`config.mk`:
```
export PLATFORM = sky130hd
export DESIGN_NAME = shot_clock_ctrl
export DESIGN_NICKNAME = d
export VERILOG_FILES = /design/src/rtl/shot_clock_pkg.sv /design/src/rtl/shot_clock_ctrl_tick_gen.sv /design/src/rtl/shot_clock_ctrl.sv
export SDC_FILE = /design/constraint.sdc
export NUM_CORES = 1
export LEC_CHECK = 0
export ABC_AREA = 1
export CORE_ASPECT_RATIO = 0.8
export CORE_MARGIN = 3
export CORE_UTILIZATION = 35
export DETAILED_ROUTE_END_ITERATION = 8
export GPL_TIMING_DRIVEN = 0
export PLACE_DENSITY_LB_ADDON = 0.1
export SYNTH_ARGS = -nofsm -noshare
export SYNTH_HDL_FRONTEND = slang
export SYNTH_SLANG_ARGS = --single-unit
```
`constraint.sdc`:
```
create_clock -name clk -period 7.4 [get_ports clk]
set_clock_uncertainty 0.1 [all_clocks]
set_input_delay 1.48 -clock clk [delete_from_list [all_inputs] [get_ports clk]]
set_output_delay 1.48 -clock clk [all_outputs]
set_load 0.005 [all_outputs]
```
`src/rtl/shot_clock_pkg.sv`:
```
// Shared types and helpers for the shot-clock controller.
package shot_clock_pkg;

  typedef enum logic [1:0] {
    IDLE    = 2'd0,
    RUN     = 2'd1,
    PAUSE   = 2'd2,
    EXPIRED = 2'd3
  } state_t;

  typedef logic [3:0] bcd_t;

  localparam int DEF_FULL_SEC  = 24;
  localparam int DEF_SHORT_SEC = 14;

  // Binary value of a two-digit BCD number (0..99).
  function automatic logic [6:0] bcd_to_bin(input bcd_t tens, input bcd_t ones);
    return ({3'd0, tens} * 7'd10) + {3'd0, ones};
  endfunction

  // One-step BCD decrement; 00 saturates.
  function automatic logic [7:0] bcd_dec(input bcd_t tens, input bcd_t ones);
    logic [7:0] res;
    if (ones != 4'd0) begin
      res = {tens, ones - 4'd1};
    end else if (tens != 4'd0) begin
      res = {tens - 4'd1, 4'd9};
    end else begin
      res = 8'd0;
    end
    return res;
  endfunction

endpackage

```
`src/rtl/shot_clock_ctrl_tick_gen.sv`:
```
// Prescaler producing a one-second tick; counts only while run is high.
module tick_gen #(
  parameter int TICK_CYCLES = 50_000_000
) (
  input  logic clk,
  input  logic rst_n,
  input  logic run,
  input  logic clr,
  output logic tick
);

  localparam int CW = (TICK_CYCLES > 2) ? $clog2(TICK_CYCLES) : 1;
  localparam logic [CW-1:0] LAST = CW'(TICK_CYCLES - 1);
  localparam logic [CW-1:0] ONE  = CW'(1);

  logic [CW-1:0] cnt_r;

  // Prescaler: clear wins, otherwise advance and wrap while running.
  always_ff @(posedge clk or negedge rst_n) begin
    if (!rst_n) begin
      cnt_r <= '0;
    end else if (clr) begin
      cnt_r <= '0;
    end else if (run) begin
      cnt_r <= (cnt_r == LAST) ? '0 : (cnt_r + ONE);
    end else begin
      cnt_r <= cnt_r;
    end
  end

  assign tick = run & ~clr & (cnt_r == LAST);

endmodule

```
`src/rtl/shot_clock_ctrl.sv`:
```
// Shot-clock sequencing: FSM, BCD seconds register and expiry buzzer.
module shot_clock_ctrl
  import shot_clock_pkg::*;
#(
  parameter int TICK_CYCLES = 50_000_000,
  parameter int BUZZ_CYCLES = 100_000_000,
  parameter int FULL_SEC    = DEF_FULL_SEC,
  parameter int SHORT_SEC   = DEF_SHORT_SEC
) (
  input  logic       clk,
  input  logic       rst_n,
  input  logic       start,
  input  logic       pause,
  input  logic       reload_full,
  input  logic       reload_short,
  output logic [3:0] sec_tens,
  output logic [3:0] sec_ones,
  output logic       cnt_en,
  output logic       running,
  output logic       expired
);

  localparam bcd_t FULL_TENS  = 4'(FULL_SEC / 10);
  localparam bcd_t FULL_ONES  = 4'(FULL_SEC % 10);
  localparam bcd_t SHORT_TENS = 4'(SHORT_SEC / 10);
  localparam bcd_t SHORT_ONES = 4'(SHORT_SEC % 10);
  localparam int   BW         = (BUZZ_CYCLES > 1) ? $clog2(BUZZ_CYCLES + 1) : 1;
  localparam logic [BW-1:0] BUZZ_LAST = BW'(BUZZ_CYCLES - 1);
  localparam logic [BW-1:0] BUZZ_ONE  = BW'(1);

  state_t          state_r, state_s;
  bcd_t            tens_r, ones_r, tens_s, ones_s;
  logic            running_r, expired_r;
  logic [BW-1:0]   buzz_r;
  logic            reload_s, short_ok_s, run_s, tick_s, cnt_en_s, at_one_s;
  logic [7:0]      dec_s;

  assign reload_s   = reload_full | reload_short;
  assign short_ok_s = (bcd_to_bin(tens_r, ones_r) < 7'(SHORT_SEC));
  // Pause freezes the prescaler in the cycle it arrives so the fraction survives.
  assign run_s      = (state_r == RUN) & ~pause;
  assign at_one_s   = (tens_r == 4'd0) & (ones_r == 4'd1);
  assign dec_s      = bcd_dec(tens_r, ones_r);

  tick_gen #(.TICK_CYCLES(TICK_CYCLES)) u_tick_gen (
    .clk   (clk),
    .rst_n (rst_n),
    .run   (run_s),
    .clr   (reload_s),
    .tick  (tick_s)
  );

  // State register.
  always_ff @(posedge clk or negedge rst_n) begin
    if (!rst_n) begin
      state_r <= IDLE;
    end else begin
      state_r <= state_s;
    end
  end

  // Next-state logic with reload > pause > start > tick priority.
  always_comb begin
    state_s = state_r;
    case (state_r)
      IDLE: begin
        if (reload_s)   state_s = IDLE;
        else if (pause) state_s = IDLE;
        else if (start) state_s = RUN;
        else            state_s = IDLE;
      end
      RUN: begin
        if (reload_s)                 state_s = RUN;
        else if (pause)               state_s = PAUSE;
        else if (cnt_en_s && at_one_s) state_s = EXPIRED;
        else                          state_s = RUN;
      end
      PAUSE: begin
        if (reload_s)   state_s = PAUSE;
        else if (pause) state_s = PAUSE;
        else if (start) state_s = RUN;
        else            state_s = PAUSE;
      end
      EXPIRED: begin
        if (reload_s) state_s = IDLE;
        else          state_s = EXPIRED;
      end
      default: state_s = IDLE;
    endcase
  end

  // Output/datapath logic: decrement strobe and next digit values.
  always_comb begin
    cnt_en_s = tick_s & ((tens_r != 4'd0) | (ones_r != 4'd0));
    tens_s   = tens_r;
    ones_s   = ones_r;
    if (reload_full) begin
      tens_s = FULL_TENS;
      ones_s = FULL_ONES;
    end else if (reload_short && short_ok_s) begin
      tens_s = SHORT_TENS;
      ones_s = SHORT_ONES;
    end else if (cnt_en_s) begin
      tens_s = dec_s[7:4];
      ones_s = dec_s[3:0];
    end else begin
      tens_s = tens_r;
      ones_s = ones_r;
    end
  end

  // Seconds register and registered running flag.
  always_ff @(posedge clk or negedge rst_n) begin
    if (!rst_n) begin
      tens_r    <= FULL_TENS;
      ones_r    <= FULL_ONES;
      running_r <= 1'b0;
    end else begin
      tens_r    <= tens_s;
      ones_r    <= ones_s;
      running_r <= (state_s == RUN);
    end
  end

  // Buzzer: raised on entering EXPIRED, dropped after BUZZ_CYCLES or on reload.
  always_ff @(posedge clk or negedge rst_n) begin
    if (!rst_n) begin
      expired_r <= 1'b0;
      buzz_r    <= '0;
    end else if ((state_r == EXPIRED) && reload_s) begin
      expired_r <= 1'b0;
      buzz_r    <= '0;
    end else if ((state_r != EXPIRED) && (state_s == EXPIRED)) begin
      expired_r <= 1'b1;
      buzz_r    <= '0;
    end else if (expired_r) begin
      if (buzz_r == BUZZ_LAST) begin
        expired_r <= 1'b0;
      end else begin
        buzz_r <= buzz_r + BUZZ_ONE;
      end
    end else begin
      expired_r <= expired_r;
    end
  end

  assign sec_tens = tens_r;
  assign sec_ones = ones_r;
  assign cnt_en   = cnt_en_s;
  assign running  = running_r;
  assign expired  = expired_r;

endmodule

```
==> flow_metrics.tcl, run 1 <==
set metrics [dict create \
    syn-cell-area_um2 4750 \
    path_clk_slew_ps 60 \
    placed_cell_area_um2 5130 \
    arrival_ps 3640 \
    antenna_cells 0 \
    synth_simple_gate_area_share_pct 45.0 \
    dr.first_iter.drc_count 445 \
    async_flop_share_pct 100 \
    routedLengthMet1_um 6870 \
    synth_compound_area_share_pct 4.74 \
    p_seq_share_pct 39.1 \
    fp-row-count 37 \
    p_leak_nw 2.52 \
    period_share_pct 70.6 \
    wl_met3_um 823 \
    outcome "completed" \
    num-nets-final 761 \
    synthMuxAreaShare_pct 0 \
    drive_above_1_share_pct 7.38 \
    worst_slew_pin_slew_ps 868 \
    clock_sink_count 65 \
    cts_tree "yes" \
    cp_top_family "buffers and inverters" \
    final_common_cell "nand2_1" \
    final_cell_mix "243 x nand2_1, 100 x nor2_1, 70 x inv_1" \
    cts_hold_buf 0 \
    grt_max_degree 66 \
    drv_cap 0 \
    finalSetupViolCount 0 \
    finalInstanceArea_um2 5440 \
    synthDistinctLibCells 39 \
    synth-edff-count 0 \
    ys.flop_type "dfrtp_1" \
    path_max_fanout 10 \
    routed-wl-met2_um 5050 \
    irDropWorstVdd_v 0.000116 \
    grt_overflow 0 \
    synth_top_family_by_area "simple AND/OR/NAND/NOR gates" \
    numCtsBuffers 9 \
    min_path_type "reg2reg" \
    clk_latency_ps 330 \
    crit_slowest_cell "clkdlybuf4s50_1" \
    gp_congestion 0.918 \
    area_growth_pct 14.5 \
    cts_resized 0 \
    combinationalPowerShare_pct 22.7 \
    switchingPower_uw 389 \
    pin_count 17 \
    synth_cells 714 \
    synth_fp_nets 734 \
    netlist.area_leader.share_pct 33.2 \
    viasPerCell 5.00 \
    route.detailed.drc 0 \
    rsz0062_at_grt "no" \
    grt_usage_pct 18.5 \
    min_period_ps 5220 \
    synth_xor_area_share_pct 4.24 \
    core_um2 13100 \
    crit_buf_inv 3 \
    fmax_ghz 0.192 \
    pre_cts_ws_ps 2180 \
    worstPathCellList "clkdlybuf4s50_1 > nor2_2 > nand2_1 > nor2_2 > inv_1 > nor2_4 > clkdlybuf4s50_1" \
    p_int_uw 804 \
    drtPass1Iterations 5 \
    post-cts-setup-buffers 0 \
    root_buffer "clkbuf_16" \
    vias 4601 \
    grt_pass1_wl_um 22000 \
    avgSynthCellArea_um2 6.66 \
    power_density_nw_per_um2 219 \
    yosysWarnings 0 \
    hold_violations 0 \
    yosysTopAreaCell "dfrtp_1" \
    clk_path_buf_depth 2 \
    endpoint_kind "primary output" \
    timing.setup.tns_ps 0 \
    dp_hpwl_um 9510 \
    h-tree-depth 3 \
    crit_path_start_kind "input port" \
    wl_per_cell_um 14.0 \
    highest_layer "met4" \
    wirelength_um 12800 \
    ys_ff_latch 65 \
    io_buffers 16 \
    slowest_delay_ps 550 \
    relSlewSlack_pct 42.1 \
    antenna_found_initial 0 \
    clkPwrFrac_pct 38.2 \
    p_sw_share_pct 32.6 \
    die_y_um 110 \
    drv_slew 0 \
    worst-setup-path-type "in2out" \
    synth_fa_ha_area_share_pct 4.00 \
    chipWidth_um 136 \
    grt_pass1_vias 4333 \
    yosysSeqAreaShare_pct 34.3 \
    worst_slack_ps 2180 \
    die-area_um2 15000 \
    final_antenna_net_count 0 \
    synth.area.top_cells "dfrtp_1 33%, nand2_1 19%, nor2_1 7.9%" \
    crit_required_ps 5820 \
    start_util_pct 36.4 \
]
[cell usage after synthesis, types with 7 or more instances]
master	count
a21oi_1	8
dfrtp_1	63
ha_1	12
inv_1	70
nand2_1	243
nand3_1	67
nand4_1	31
nor2_1	100
nor2_2	7
nor3_1	11
o21ai_0	21
xnor2_1	7
xor2_1	16
[flip-flops by register name (all words and copies together) (netlist names)]
signal and count:
sec_tens 4, buzz_r 27, expired 1, sec_ones 4, state_r 2, u_tick_gen.cnt_r 26
running 1
[layout make-up]
cell class | count | area (µm²)
buffer | 12 | 77.6
clock buffer | 12 | 246
clock inverter | 3 | 65.1
fill | 1363 | 7610
inverter | 77 | 289
multi-input combinational | 560 | 2760
sequential | 65 | 1630
tap | 175 | 219
timing repair buffer | 16 | 158
[worst paths after layout]
path / startpoint / end / slack [ps] / cells after the start
worst max register to register: sec_tens[1] / sec_tens[3] / 4490 / 13
min in group asynchronous: rst_n / expired / 1180 / 1
worst max-delay path: reload_full / cnt_en / 2180 / 7
worst min register to register: buzz_r[1] / buzz_r[1] / 420 / 2
worst min-delay path: buzz_r[1] / buzz_r[1] / 420 / 2
max in group asynchronous: rst_n / u_tick_gen.cnt_r[4] / 5460 / 1
[power groups by stage]
stage | Clock [mW] | Combinational, mW | Sequential, mW
4_1_cts | 0.469 | 0.273 | 0.465
5_1_grt | 0.482 | 0.315 | 0.474
3_3_place_gp | 0 | 0.267 | 0.472
3_5_place_dp | 0 | 0.271 | 0.470
6_report | 0.455 | 0.270 | 0.467
2_1_floorplan | 0 | 0.193 | 0.451
[tightest hold or removal path, cell delays in order (launching register included)]
cell     delay [ps]
dfrtp_1         380
nand2_1          60
nand2_1          50
[per-layer routing]
metal,GRT usage [%],vias to the layer above
met5,0,-
met4,3.96,0
met3,3.36,8
met2,27.0,124
met1,28.5,2120
li1,-,2349
[cell families after synthesis]
family / after synthesis
AND/OR/NAND/NOR: 482
adder cells (fa/ha/maj): 14
AO/OA/AOI/OAI: 41
buffers and inverters: 89
flip-flops: 65
XOR/XNOR: 23
[through the flow]
step	cells	util (%)	hold WS, ps	total power, mW
5_1_grt	920	41.7	460	1.27
6_report	920	41.7	423	1.19
2_1_floorplan	714	-	368	0.644
4_1_cts	920	41.7	426	1.21
3_3_place_gp	905	39.3	399	0.740
3_5_place_dp	905	39.3	410	0.741
(Power assumes the default switching activity.)
==> run 2, diff against run 1 <==
- clock period: 7.4 -> 4.6 ns (I/O delays scaled with it)
==> results of run 2 <==
Same layout as run 1 (identical final DEF). Status: completed.
Main changes from that run: setup slack after placement 2180 ps -> 499 ps; setup slack after layout 2180 ps -> 498 ps; register-to-register setup slack 4490 ps -> 1690 ps; total power 1.19 mW -> 1.92 mW; worst IR drop on VDD 0.000116 V -> 0.000187 V
==> run 3, diff against run 2 <==
- CORE_UTILIZATION: 35 -> 55
==> flow_metrics.tcl, run 3 (synthesis results as in run 1) <==
set metrics [dict create \
    clk_latency_ps 350 \
    arrival_ps 3030 \
    rr_endpoint "sec_ones[0]" \
    clock_sink_count 65 \
    start_util_pct 58.2 \
    worst-setup-path-type "in2out" \
    power_mw 1.69 \
    path_clk_slew_ps 80 \
    final_antenna_net_count 0 \
    crit_slowest_cell "clkdlybuf4s50_1" \
    die-area_um2 9800 \
    crit_required_ps 3580 \
    h-tree-depth 3 \
    crit_path_start_kind "input port" \
    irDropWorstVdd_v 0.000244 \
    r2r_start "sec_tens[1]" \
    finalInstanceArea_um2 5250 \
    antenna_found_initial 0 \
    grt_overflow 0 \
    relSlewSlack_pct 44.5 \
    finalSetupViolCount 0 \
    switchingPower_uw 614 \
    rsz0062_at_grt "no" \
    nFillCells 764 \
    holdWs_ps 445 \
    drv_slew 0 \
    pin_count 17 \
    cts_tree "yes" \
    slowest_delay_ps 550 \
    antenna_cells 0 \
    root_buffer "clkbuf_8" \
    dp_hpwl_um 8900 \
    min_period_ps 4050 \
    worstPathCellList "clkdlybuf4s50_1 > nor2_2 > nand2_1 > nor2_2 > inv_1 > nor2_4 > clkdlybuf4s50_1" \
    worst_slew_pin_slew_ps 833 \
    core_um2 8160 \
    drive_above_1_share_pct 7.77 \
    cts_resized 0 \
    num-nets-final 761 \
    chipWidth_um 110 \
    whs_path_depth 2 \
    post-cts-setup-buffers 0 \
    grt_max_degree 66 \
    p_sw_share_pct 36.5 \
    outcome "completed" \
    wl_per_cell_um 13.9 \
    die_y_um 89.1 \
    hold_violations 0 \
    power_density_nw_per_um2 321 \
    area_growth_pct 10.5 \
    p_int_mw 1.07 \
    drv_cap 0 \
    reg_top3 "buzz_r: 27 flops, u_tick_gen.cnt_r: 26 flops" \
    clkPwrFrac_pct 30.1 \
    numCtsBuffers 9 \
    grt_usage_pct 25.8 \
    timing.setup.tns_ps 0 \
    r2r.worst_path.cells 13 \
    grt_pass1_wl_um 19700 \
    final_common_cell "nand2_1" \
    placed_cell_area_um2 5040 \
    grt_pass1_vias 3987 \
    ff2ff_setup_slack_ps 1620 \
    final_cell_mix "243 x nand2_1, 100 x nor2_1, 70 x inv_1" \
    io_buffers 16 \
    endpoint_kind "primary output" \
    p_seq_share_pct 44.6 \
    viasPerCell 5.40 \
    combinationalPowerShare_pct 25.3 \
    cts_hold_buf 0 \
    clk_path_buf_depth 2 \
    drtPass1Iterations 5 \
    fp-row-count 29 \
    p_leak_nw 2.46 \
    min_path_type "reg2reg" \
    vias 4611 \
    min_from "u_tick_gen.cnt_r[1]" \
    whs_endpoint "u_tick_gen.cnt_r[1]" \
    route.detailed.drc 0 \
    dr.first_iter.drc_count 424 \
    path_max_fanout 10 \
    gp_congestion 0.943 \
    fmax_ghz 0.247 \
    period_share_pct 88.0 \
    top_register "buzz_r" \
    largest_reg_flops 27 \
    wirelength_um 11800 \
]
[run 3: cell count changes in the layout (fill, tap and decap cells not counted)]
cell,change
clkinvlp_4,+3
clkbuf_8,+9
clkbuf_16,-9
inv_6,+1
clkbuf_1,-2
bufinv_16,-1
[run 3: worst max-delay path by stage]
stage,slack [ps],endpoint,from,cells after the start
floorplan,1830,cnt_en,reload_short,5
global placement,270,buzz_r[18],rst_n,1
detailed placement,570,cnt_en,reload_full,7
CTS,560,cnt_en,reload_full,7
global route,390,cnt_en,reload_full,7
finish,550,cnt_en,reload_full,7
[run 3: worst max-delay path, delay by kind of cell]
kind / cells / cell delay (ps)
simple gates: 4 / 960
buf+inv: 3 / 1140
[run 3: area by class of cell]
cell class	instances	area, µm²	area share [%]
Buffer	12	77.6	1.48
Tap cell	108	135	2.57
Sequential cell	65	1630	31.0
Clock inverter	6	66.3	1.26
Clock buffer	10	138	2.62
Inverter	77	289	5.51
Multi-Input combinational cell	560	2760	52.5
Timing Repair Buffer	16	158	3.00
[run 3: power by group through the flow]
stage	clock network, mW	registers (mW)	logic [mW]
3_3_place_gp	0	0.754	0.413
4_1_cts	0.519	0.746	0.427
6_report	0.508	0.751	0.427
2_1_floorplan	0	0.725	0.311
5_1_grt	0.550	0.761	0.481
3_5_place_dp	0	0.757	0.424
[run 3: through the flow]
| step | util, % | setup WS, ps | std cells |
|---|---|---|---|
| after floorplan | - | 1830 | 714 |
| after global placement | 61.8 | 266 | 838 |
| after detailed placement | 61.8 | 573 | 838 |
| after CTS | 64.3 | 564 | 854 |
| after global routing | 64.3 | 389 | 854 |
| final | 64.3 | 554 | 854 |
[run 3: layer usage]
layer / vias up / global-route usage [%] / wire length [µm]
li1: 2347 / - / -
met3: 8 / 5.42 / 1030
met2: 174 / 36.6 / 4810
met4: 0 / 5.44 / 59
met5: - / 0 / 0
met1: 2082 / 40.3 / 5950
